File: config.mk
export PLATFORM = sky130hd
export DESIGN_NAME = arduino_angle_rx
export DESIGN_NICKNAME = d
export VERILOG_FILES = /design/src/rtl/angle_rx_pkg.sv /design/src/rtl/uart_rx_byte.sv /design/src/rtl/arduino_angle_rx.sv
export SDC_FILE = /design/constraint.sdc
export NUM_CORES = 1
export LEC_CHECK = 0
export CAP_MARGIN = 15
export CELL_PAD_IN_SITES_DETAIL_PLACEMENT = 0
export CELL_PAD_IN_SITES_GLOBAL_PLACEMENT = 2
export CORE_MARGIN = 3
export CORE_UTILIZATION = 25
export DETAILED_ROUTE_END_ITERATION = 8
export GPL_ROUTABILITY_DRIVEN = 0
export GPL_TIMING_DRIVEN = 0
export MAX_ROUTING_LAYER = met4
export PLACE_DENSITY_LB_ADDON = 0.1
export SETUP_SLACK_MARGIN = 0.4
export SLEW_MARGIN = 20
export SYNTH_ARGS = -nofsm -noshare
export SYNTH_HDL_FRONTEND = slang
export SYNTH_SLANG_ARGS = --single-unit
File: constraint.sdc
create_clock -name clk -period 2.6 [get_ports clk]
set_clock_uncertainty 0.15 [all_clocks]
set_input_delay 0.39 -clock clk [delete_from_list [all_inputs] [get_ports clk]]
set_output_delay 0.39 -clock clk [all_outputs]
set_load 0.05 [all_outputs]
File: src/rtl/angle_rx_pkg.sv
// Shared types and constants for the Arduino angle receiver.
// Build option: ANGLE_RX_CHECKSUM_EN adds a trailing checksum byte to each frame.
package angle_rx_pkg;

    typedef enum logic [1:0] {
        WAIT_HDR = 2'd0,
        GET_LO   = 2'd1,
        GET_HI   = 2'd2,
        GET_CHK  = 2'd3
    } frame_state_t;

    typedef enum logic [1:0] {
        IDLE  = 2'd0,
        START = 2'd1,
        DATA  = 2'd2,
        STOP  = 2'd3
    } rx_state_t;

    localparam logic [7:0] HEADER_DEFAULT = 8'hA5;

`ifdef ANGLE_RX_CHECKSUM_EN
    localparam int FRAME_LEN = 4;
`else
    localparam int FRAME_LEN = 3;
`endif

    // State in which the final byte of a frame arrives.
    localparam frame_state_t LAST_STATE = (FRAME_LEN == 4) ? GET_CHK : GET_HI;

    function automatic logic frame_done(frame_state_t st);
        return st == LAST_STATE;
    endfunction

endpackage

File: src/rtl/uart_rx_byte.sv
// 8N1 UART byte receiver: 2-flop synchronizer, half-bit start qualification,
// mid-bit sampling of data and stop bits.
module uart_rx_byte
    import angle_rx_pkg::*;
#(
    parameter int CLKS_PER_BIT = 10416
) (
    input  logic       clk,
    input  logic       rst,
    input  logic       rx_async,
    output logic [7:0] rx_byte,
    output logic       byte_valid,
    output logic       byte_err
);
    localparam int CW = $clog2(CLKS_PER_BIT) + 1;
    localparam logic [CW-1:0] FULL_LOAD = CW'(CLKS_PER_BIT - 1);
    localparam logic [CW-1:0] HALF_LOAD = CW'(CLKS_PER_BIT / 2 - 1);

    logic            sync1_q, sync1_d, sync2_q, sync2_d, prev_q, prev_d;
    rx_state_t       state_q, state_d;
    logic [CW-1:0]   cnt_q, cnt_d;
    logic [2:0]      bit_q, bit_d;
    logic [7:0]      shift_q, shift_d;
    logic            valid_q, valid_d, err_q, err_d;
    logic            cnt_zero;

    assign cnt_zero   = (cnt_q == '0);
    assign rx_byte    = shift_q;
    assign byte_valid = valid_q;
    assign byte_err   = err_q;

    // Bit FSM: down-counter reaching zero marks each sampling point.
    always_comb begin
        sync1_d = rx_async;
        sync2_d = sync1_q;
        prev_d  = sync2_q;
        state_d = state_q;
        cnt_d   = cnt_q;
        bit_d   = bit_q;
        shift_d = shift_q;
        valid_d = 1'b0;
        err_d   = 1'b0;
        case (state_q)
            IDLE: begin
                if (prev_q && !sync2_q) begin
                    state_d = START;
                    cnt_d   = HALF_LOAD;
                end
            end
            START: begin
                if (!cnt_zero) begin
                    cnt_d = cnt_q - CW'(1);
                end else if (sync2_q) begin
                    state_d = IDLE;             // glitch, not a real start bit
                end else begin
                    state_d = DATA;
                    cnt_d   = FULL_LOAD;
                    bit_d   = 3'd0;
                end
            end
            DATA: begin
                if (!cnt_zero) begin
                    cnt_d = cnt_q - CW'(1);
                end else begin
                    shift_d = {sync2_q, shift_q[7:1]};
                    cnt_d   = FULL_LOAD;
                    bit_d   = bit_q + 3'd1;
                    if (bit_q == 3'd7) state_d = STOP;
                end
            end
            STOP: begin
                if (!cnt_zero) begin
                    cnt_d = cnt_q - CW'(1);
                end else begin
                    valid_d = sync2_q;
                    err_d   = !sync2_q;
                    state_d = IDLE;
                end
            end
            default: state_d = IDLE;
        endcase
    end

    // Registers; synchronizer and edge detector reset to the idle-high level.
    always_ff @(posedge clk) begin
        if (rst) begin
            sync1_q <= 1'b1;
            sync2_q <= 1'b1;
            prev_q  <= 1'b1;
            state_q <= IDLE;
            cnt_q   <= '0;
            bit_q   <= 3'd0;
            shift_q <= 8'h00;
            valid_q <= 1'b0;
            err_q   <= 1'b0;
        end else begin
            sync1_q <= sync1_d;
            sync2_q <= sync2_d;
            prev_q  <= prev_d;
            state_q <= state_d;
            cnt_q   <= cnt_d;
            bit_q   <= bit_d;
            shift_q <= shift_d;
            valid_q <= valid_d;
            err_q   <= err_d;
        end
    end

endmodule

File: src/rtl/arduino_angle_rx.sv
// Frames the Arduino byte stream into validated 16-bit angles for the PID.
// Build option: ANGLE_RX_CHECKSUM_EN enables the GET_CHK checksum byte.
//
// state    | meaning
// WAIT_HDR | hunting for the header byte, other bytes dropped silently
// GET_LO   | expecting angle low byte
// GET_HI   | expecting angle high byte
// GET_CHK  | expecting checksum byte (checksum build only)
module arduino_angle_rx
    import angle_rx_pkg::*;
#(
    parameter int          SIZE         = 16,
    parameter int          CLK_HZ       = 100_000_000,
    parameter int          BAUD         = 9600,
    parameter logic [7:0]  HEADER       = HEADER_DEFAULT,
    parameter logic [15:0] MAX_ANGLE    = 16'd359,
    parameter logic [31:0] BYTE_TIMEOUT = 32'd200_000
) (
    input  logic            clk,
    input  logic            rst,
    input  logic            serialFromArduino,
    output logic [SIZE-1:0] data,
    output logic            isDataReady,
    output logic            frameError
);
    logic [7:0]      rx_byte;
    logic            byte_valid, byte_err;

    frame_state_t    state_q, state_d;
    logic [7:0]      lo_q, lo_d;
`ifdef ANGLE_RX_CHECKSUM_EN
    logic [7:0]      hi_q, hi_d;
`endif
    logic [31:0]     tmo_q, tmo_d;
    logic [SIZE-1:0] data_q, data_d;
    logic            rdy_q, rdy_d, ferr_q, ferr_d;
    logic [15:0]     angle;
    logic            commit, chk_ok;

    uart_rx_byte #(.CLKS_PER_BIT(CLK_HZ / BAUD)) u_rx (
        .clk        (clk),
        .rst        (rst),
        .rx_async   (serialFromArduino),
        .rx_byte    (rx_byte),
        .byte_valid (byte_valid),
        .byte_err   (byte_err)
    );

    assign data        = data_q;
    assign isDataReady = rdy_q;
    assign frameError  = ferr_q;

    // Frame FSM, inter-byte timeout and commit decision; outputs are registered.
    always_comb begin
        state_d = state_q;
        lo_d    = lo_q;
`ifdef ANGLE_RX_CHECKSUM_EN
        hi_d    = hi_q;
`endif
        data_d  = data_q;
        rdy_d   = 1'b0;
        ferr_d  = 1'b0;
        angle   = 16'h0000;
        commit  = 1'b0;
        chk_ok  = 1'b1;
        tmo_d   = (state_q == WAIT_HDR || byte_valid) ? 32'd0 : tmo_q + 32'd1;

        if (state_q != WAIT_HDR && byte_err) begin
            ferr_d  = 1'b1;
            state_d = WAIT_HDR;
        end else if (byte_valid) begin
            case (state_q)
                WAIT_HDR: if (rx_byte == HEADER) state_d = GET_LO;
                GET_LO: begin
                    lo_d    = rx_byte;
                    state_d = GET_HI;
                end
                GET_HI: begin
                    angle = {rx_byte, lo_q};
`ifdef ANGLE_RX_CHECKSUM_EN
                    hi_d  = rx_byte;
`endif
                    if (frame_done(state_q)) commit = 1'b1;
                    else                     state_d = GET_CHK;
                end
`ifdef ANGLE_RX_CHECKSUM_EN
                GET_CHK: begin
                    angle  = {hi_q, lo_q};
                    chk_ok = (rx_byte == (HEADER ^ lo_q ^ hi_q));
                    commit = 1'b1;
                end
`endif
                default: state_d = WAIT_HDR;
            endcase
        end else if (state_q != WAIT_HDR && tmo_q == BYTE_TIMEOUT) begin
            ferr_d  = 1'b1;
            state_d = WAIT_HDR;
        end

        if (commit) begin
            state_d = WAIT_HDR;
            if (chk_ok && angle <= MAX_ANGLE) begin
                data_d = SIZE'(angle);
                rdy_d  = 1'b1;
            end else begin
                ferr_d = 1'b1;
            end
        end
    end

    // State and output registers.
    always_ff @(posedge clk) begin
        if (rst) begin
            state_q <= WAIT_HDR;
            lo_q    <= 8'h00;
`ifdef ANGLE_RX_CHECKSUM_EN
            hi_q    <= 8'h00;
`endif
            tmo_q   <= 32'd0;
            data_q  <= '0;
            rdy_q   <= 1'b0;
            ferr_q  <= 1'b0;
        end else begin
            state_q <= state_d;
            lo_q    <= lo_d;
`ifdef ANGLE_RX_CHECKSUM_EN
            hi_q    <= hi_d;
`endif
            tmo_q   <= tmo_d;
            data_q  <= data_d;
            rdy_q   <= rdy_d;
            ferr_q  <= ferr_d;
        end
    end

endmodule

==> metrics.md <==
| Metric | Value |
|---|---|
| Die boundary height | `138 microns` |
| Worst reg-to-reg path cell count | `7` |
| Initial antenna violation count | `0` |
| RSZ-0062 raised after global routing | `yes` |
| Seq/Total Area, Yosys | `43.0%` |
| Data required time at the worst endpoint | `2.68 ns` |
| Area growth from synthesis to layout | `30.7%` |
| DRC violation count after routing | `0` |
| Max Cap Violations | `0` |
| Cells along the critical path | `buf_2 -> or3_4 -> or4_4 -> buf_12 -> o211ai_4 -> o22ai_1 -> a22o_1` |
| WL/cell | `16.0 microns` |
| Die area | `0.0189 sq mm` |
| Synth Cell Area | `0.00433 sq mm` |
| Hold path cells | `1` |
| Start-to-end type of the worst setup path | `reg2reg` |
| Final Setup Violations | `0` |
| Critical path peak fanout | `10` |
| Die X | `~140 microns` |
| Inserted Diodes | `0` |
| Share of the cycle needed by the critical path after routing | `just over 90%` |
| Max-Slew Margin vs Limit | `39.3%` |
| Inserted Clock Buffers | `9` |
| Clock tree from TritonCTS | `built` |
| Final cell count without fillers | `about 760` |
| Number of cells on the critical path | `7` |
| Async SR Flop Fraction | `0%` |
| Initial Utilization | `25.8%` |
| Worst slew pin tran | `~0.91 ns` |
| Proportion of layout cells with a drive suffix above 1 | `approximately a quarter` |
| Number of nets still failing antenna checks after routing | `0` |
| Final Hold Fails | `0` |
| Launching instance or port of the critical path | `u_rx.cnt_q[6]` |
| Adder-Cell Fraction of Synth Area | `2.89%` |
| I/O pin cnt | `21` |
| Buffer levels on the longest clock path | `2` |
| Number of hold buffers added after CTS | `0` |
| Total grt overflow | `0` |
| Critical Path Start Type | `register` |
| Simple-gate portion of the synthesized area | `between 20% and 30%` |
| Wire length of the first global-routing pass | `approximately 19000 microns` |
| Met1 demand-to-capacity share in global routing | `18.6%` |
| Clock-pin slew on the worst setup and hold paths | `0.06 ns` |
| Net count after synthesis | `between 500 and 600` |
| Dominant combinational cell family by area after synthesis | `simple AND/OR/NAND/NOR gates` |
| Total via count after detailed routing | `between 3000 and 4000` |
| IR Drop Worst-Case VDD | `0.000430 V` |
| Hold Worst Slack | `0.255 ns` |
| Met2 usage | `approximately a fifth` |
| Root cell of the clock tree | `sky130_fd_sc_hd__clkbuf_16` |
| Final count of pins violating max slew | `0` |
| Busiest layer in global routing | `met2` |
| Number of global-route vias before repair | `3494` |
| Register bit count reported by yosys | `93` |
| Hold crit path type | `reg2reg` |
| HPWL Detailed | `8250 microns` |
| Core ar. | `0.0168 sq mm` |
| Count of synthesis-stage warnings from yosys | `0` |
| Setup total negative slack | `0 ns` |
| Worst reg2reg endpoint | `u_rx.cnt_q[13]` |
| Termination of the worst setup path | `u_rx.cnt_q[13]` |
| Filler cells | `1752` |
| Global-route usage over all layers | `approximately 13%` |
| EDFF count, synth | `0` |
| Fmax | `~410 MHz` |
| Compound-Gate Fraction of Synth Area | `between 10% and 20%` |
| Core utilization of the finished layout | `33.8%` |
| Synthesized-area fraction occupied by xor and xnor cells | `5.66%` |
| Power density over the cells | `860 mW/mm^2` |
| Met3 Resource Use GR | `2.34%` |
| Count of input and output buffers | `20` |
| Category of the worst setup path capture point | `register` |
| Primary flip-flop cell chosen by synthesis mapping | `sky130_fd_sc_hd__dfxtp_1` |
| DR pass1 iterations | `4` |
| Leakage power figure | `1.87 nW` |
| Pin count of the biggest net entering global routing | `15` |
| Distinct cell type count of the synthesized netlist | `63` |
| Post-synthesis mux area share | `4.16%` |
| Slowest cell on the critical path | `sky130_fd_sc_hd__or4_4` |
| Largest stage delay on the critical path | `0.58 ns` |
| Result of the run | `completed` |
| Worst flop-to-flop path startpoint | `u_rx.cnt_q[6]` |
| Clock Latency Late Sink | `roughly 0.35 ns` |
| Number of H-tree branching levels | `3` |
| CTS Sinks | `93` |
| Worst EP arrival | `approximately 2.5 ns` |
| Number of nets in the layout | `552` |
| CP delay by family, top | `simple AND/OR/NAND/NOR gates` |
| Final critical-path required period | `2.42 ns` |
| Number of vias per cell after detailed routing | `between 4 and 5` |
| Routed Wire Length | `approximately 12000 microns` |
| Iter 0 DRT Violations | `approximately 160` |
| Mean area per synthesized cell | `8.72 sq um` |
| DP Cell Count | `737` |
| Cell count after synthesis | `497` |
| Std cell rows | `47` |
| FF-to-FF setup slack | `0.18 ns` |
| Worst Path Buf+Inv | `2` |
## layout by cell type (no fill, tap or decap), types with 7 or more instances in the layout
cell / instances
sky130_fd_sc_hd__nand2_4: 7
sky130_fd_sc_hd__a21oi_1: 14
sky130_fd_sc_hd__and3_1: 8
sky130_fd_sc_hd__dfxtp_1: 87
sky130_fd_sc_hd__mux2i_1: 18
sky130_fd_sc_hd__clkdlybuf4s50_1: 20
sky130_fd_sc_hd__inv_1: 21
sky130_fd_sc_hd__xnor2_1: 24
sky130_fd_sc_hd__nand3_1: 19
sky130_fd_sc_hd__nor4_2: 11
sky130_fd_sc_hd__ha_1: 8
sky130_fd_sc_hd__nor2_1: 62
sky130_fd_sc_hd__nor3_1: 11
sky130_fd_sc_hd__a21oi_2: 11
sky130_fd_sc_hd__clkbuf_16: 11
sky130_fd_sc_hd__nand4_1: 9
sky130_fd_sc_hd__buf_4: 8
sky130_fd_sc_hd__nand2_1: 21
sky130_fd_sc_hd__clkbuf_1: 14
sky130_fd_sc_hd__nor4_1: 11
## cells in the mapped netlist (all sizes together) (8+ instances only)
cell / number / area, sq um
ha: 10 / 125
clkbuf: 21 / 78.8
nand4: 10 / 68.8
nor4: 24 / 156
and3: 8 / 50.1
dfxtp: 93 / 1860
nor3: 16 / 95.1
xnor2: 24 / 210
nand2: 31 / 116
nand3: 22 / 110
a21oi: 29 / 156
mux2i: 18 / 180
o21ai: 13 / 80.1
nor2: 67 / 259
inv: 23 / 86.3
or3: 8 / 50.1
## layout make-up
type / count / area (sq um) / share of cell area, %
Multi-Input combinational cell: 353 / 2660 / 47.0
Sequential cell: 93 / 1870 / 33.0
Timing Repair Buffer: 31 / 325 / 5.75
Tap cell: 220 / 275 / 4.86
Clock buffer: 10 / 239 / 4.22
Buffer: 28 / 155 / 2.74
Inverter: 23 / 86.3 / 1.53
Clock inverter: 4 / 48.8 / 0.862
## routing by layer
metal / wire, microns / vias to the layer above
li1: - / 1848
met1: 6210 / 1727
met2: 5370 / 62
met3: 396 / 10
met4: 191 / 0
met5: 0 / -
## worst min path at each step
stage / slack, ns / start / end
after global routing: 0.26 / u_rx.sync1_q / u_rx.prev_d
after detailed placement: 0.24 / u_rx.sync1_q / u_rx.prev_d
after floorplan: 0.24 / u_rx.sync1_q / u_rx.prev_d
final: 0.25 / u_rx.sync1_q / u_rx.prev_d
after CTS: 0.26 / u_rx.sync1_q / u_rx.prev_d
after global placement: 0.24 / u_rx.sync1_q / u_rx.prev_d
## flip-flops by register name (all words and copies together), names as in the netlist, 2 cells and up, named ones only
name / count
u_rx.rx_byte: 8
u_rx.cnt_q: 15
data: 16
u_rx.bit_q: 3
lo_q: 8
tmo_q: 32
state_q: 2
## stage by stage
stage               setup WS, ns  instance area [sq um]  power (mW)
finish                     0.182                   5660        4.87
global route               0.125                   5660        5.12
CTS                        0.195                   5370        4.59
detailed placement       -0.0729                   4830        2.82
global placement          -0.134                   4830        2.83
floorplan                  0.334                   4350        2.52
## power breakdown
part / switching, mW / internal, mW
Clock: 0.571 / 0.762
Sequential: 0.0618 / 1.48
Combinational: 1.10 / 0.894
## repair_timing
action                     CTS  global route
hold endpoints to repair     0             0
setup endpoints to repair   58            55
resized for setup           42            72
pin swaps                   15            32
buffers inserted             9             0
cloned                       0             2
## kinds of logic after synthesis
logic type | count (synthesis)
AND/OR/NAND/NOR | 215
XOR/XNOR | 28
adder cells (fa/ha/maj) | 10
flip-flops | 93
multiplexers | 18
AO/OA/AOI/OAI | 82
buffers and inverters | 51
(Power assumes the default switching activity.)
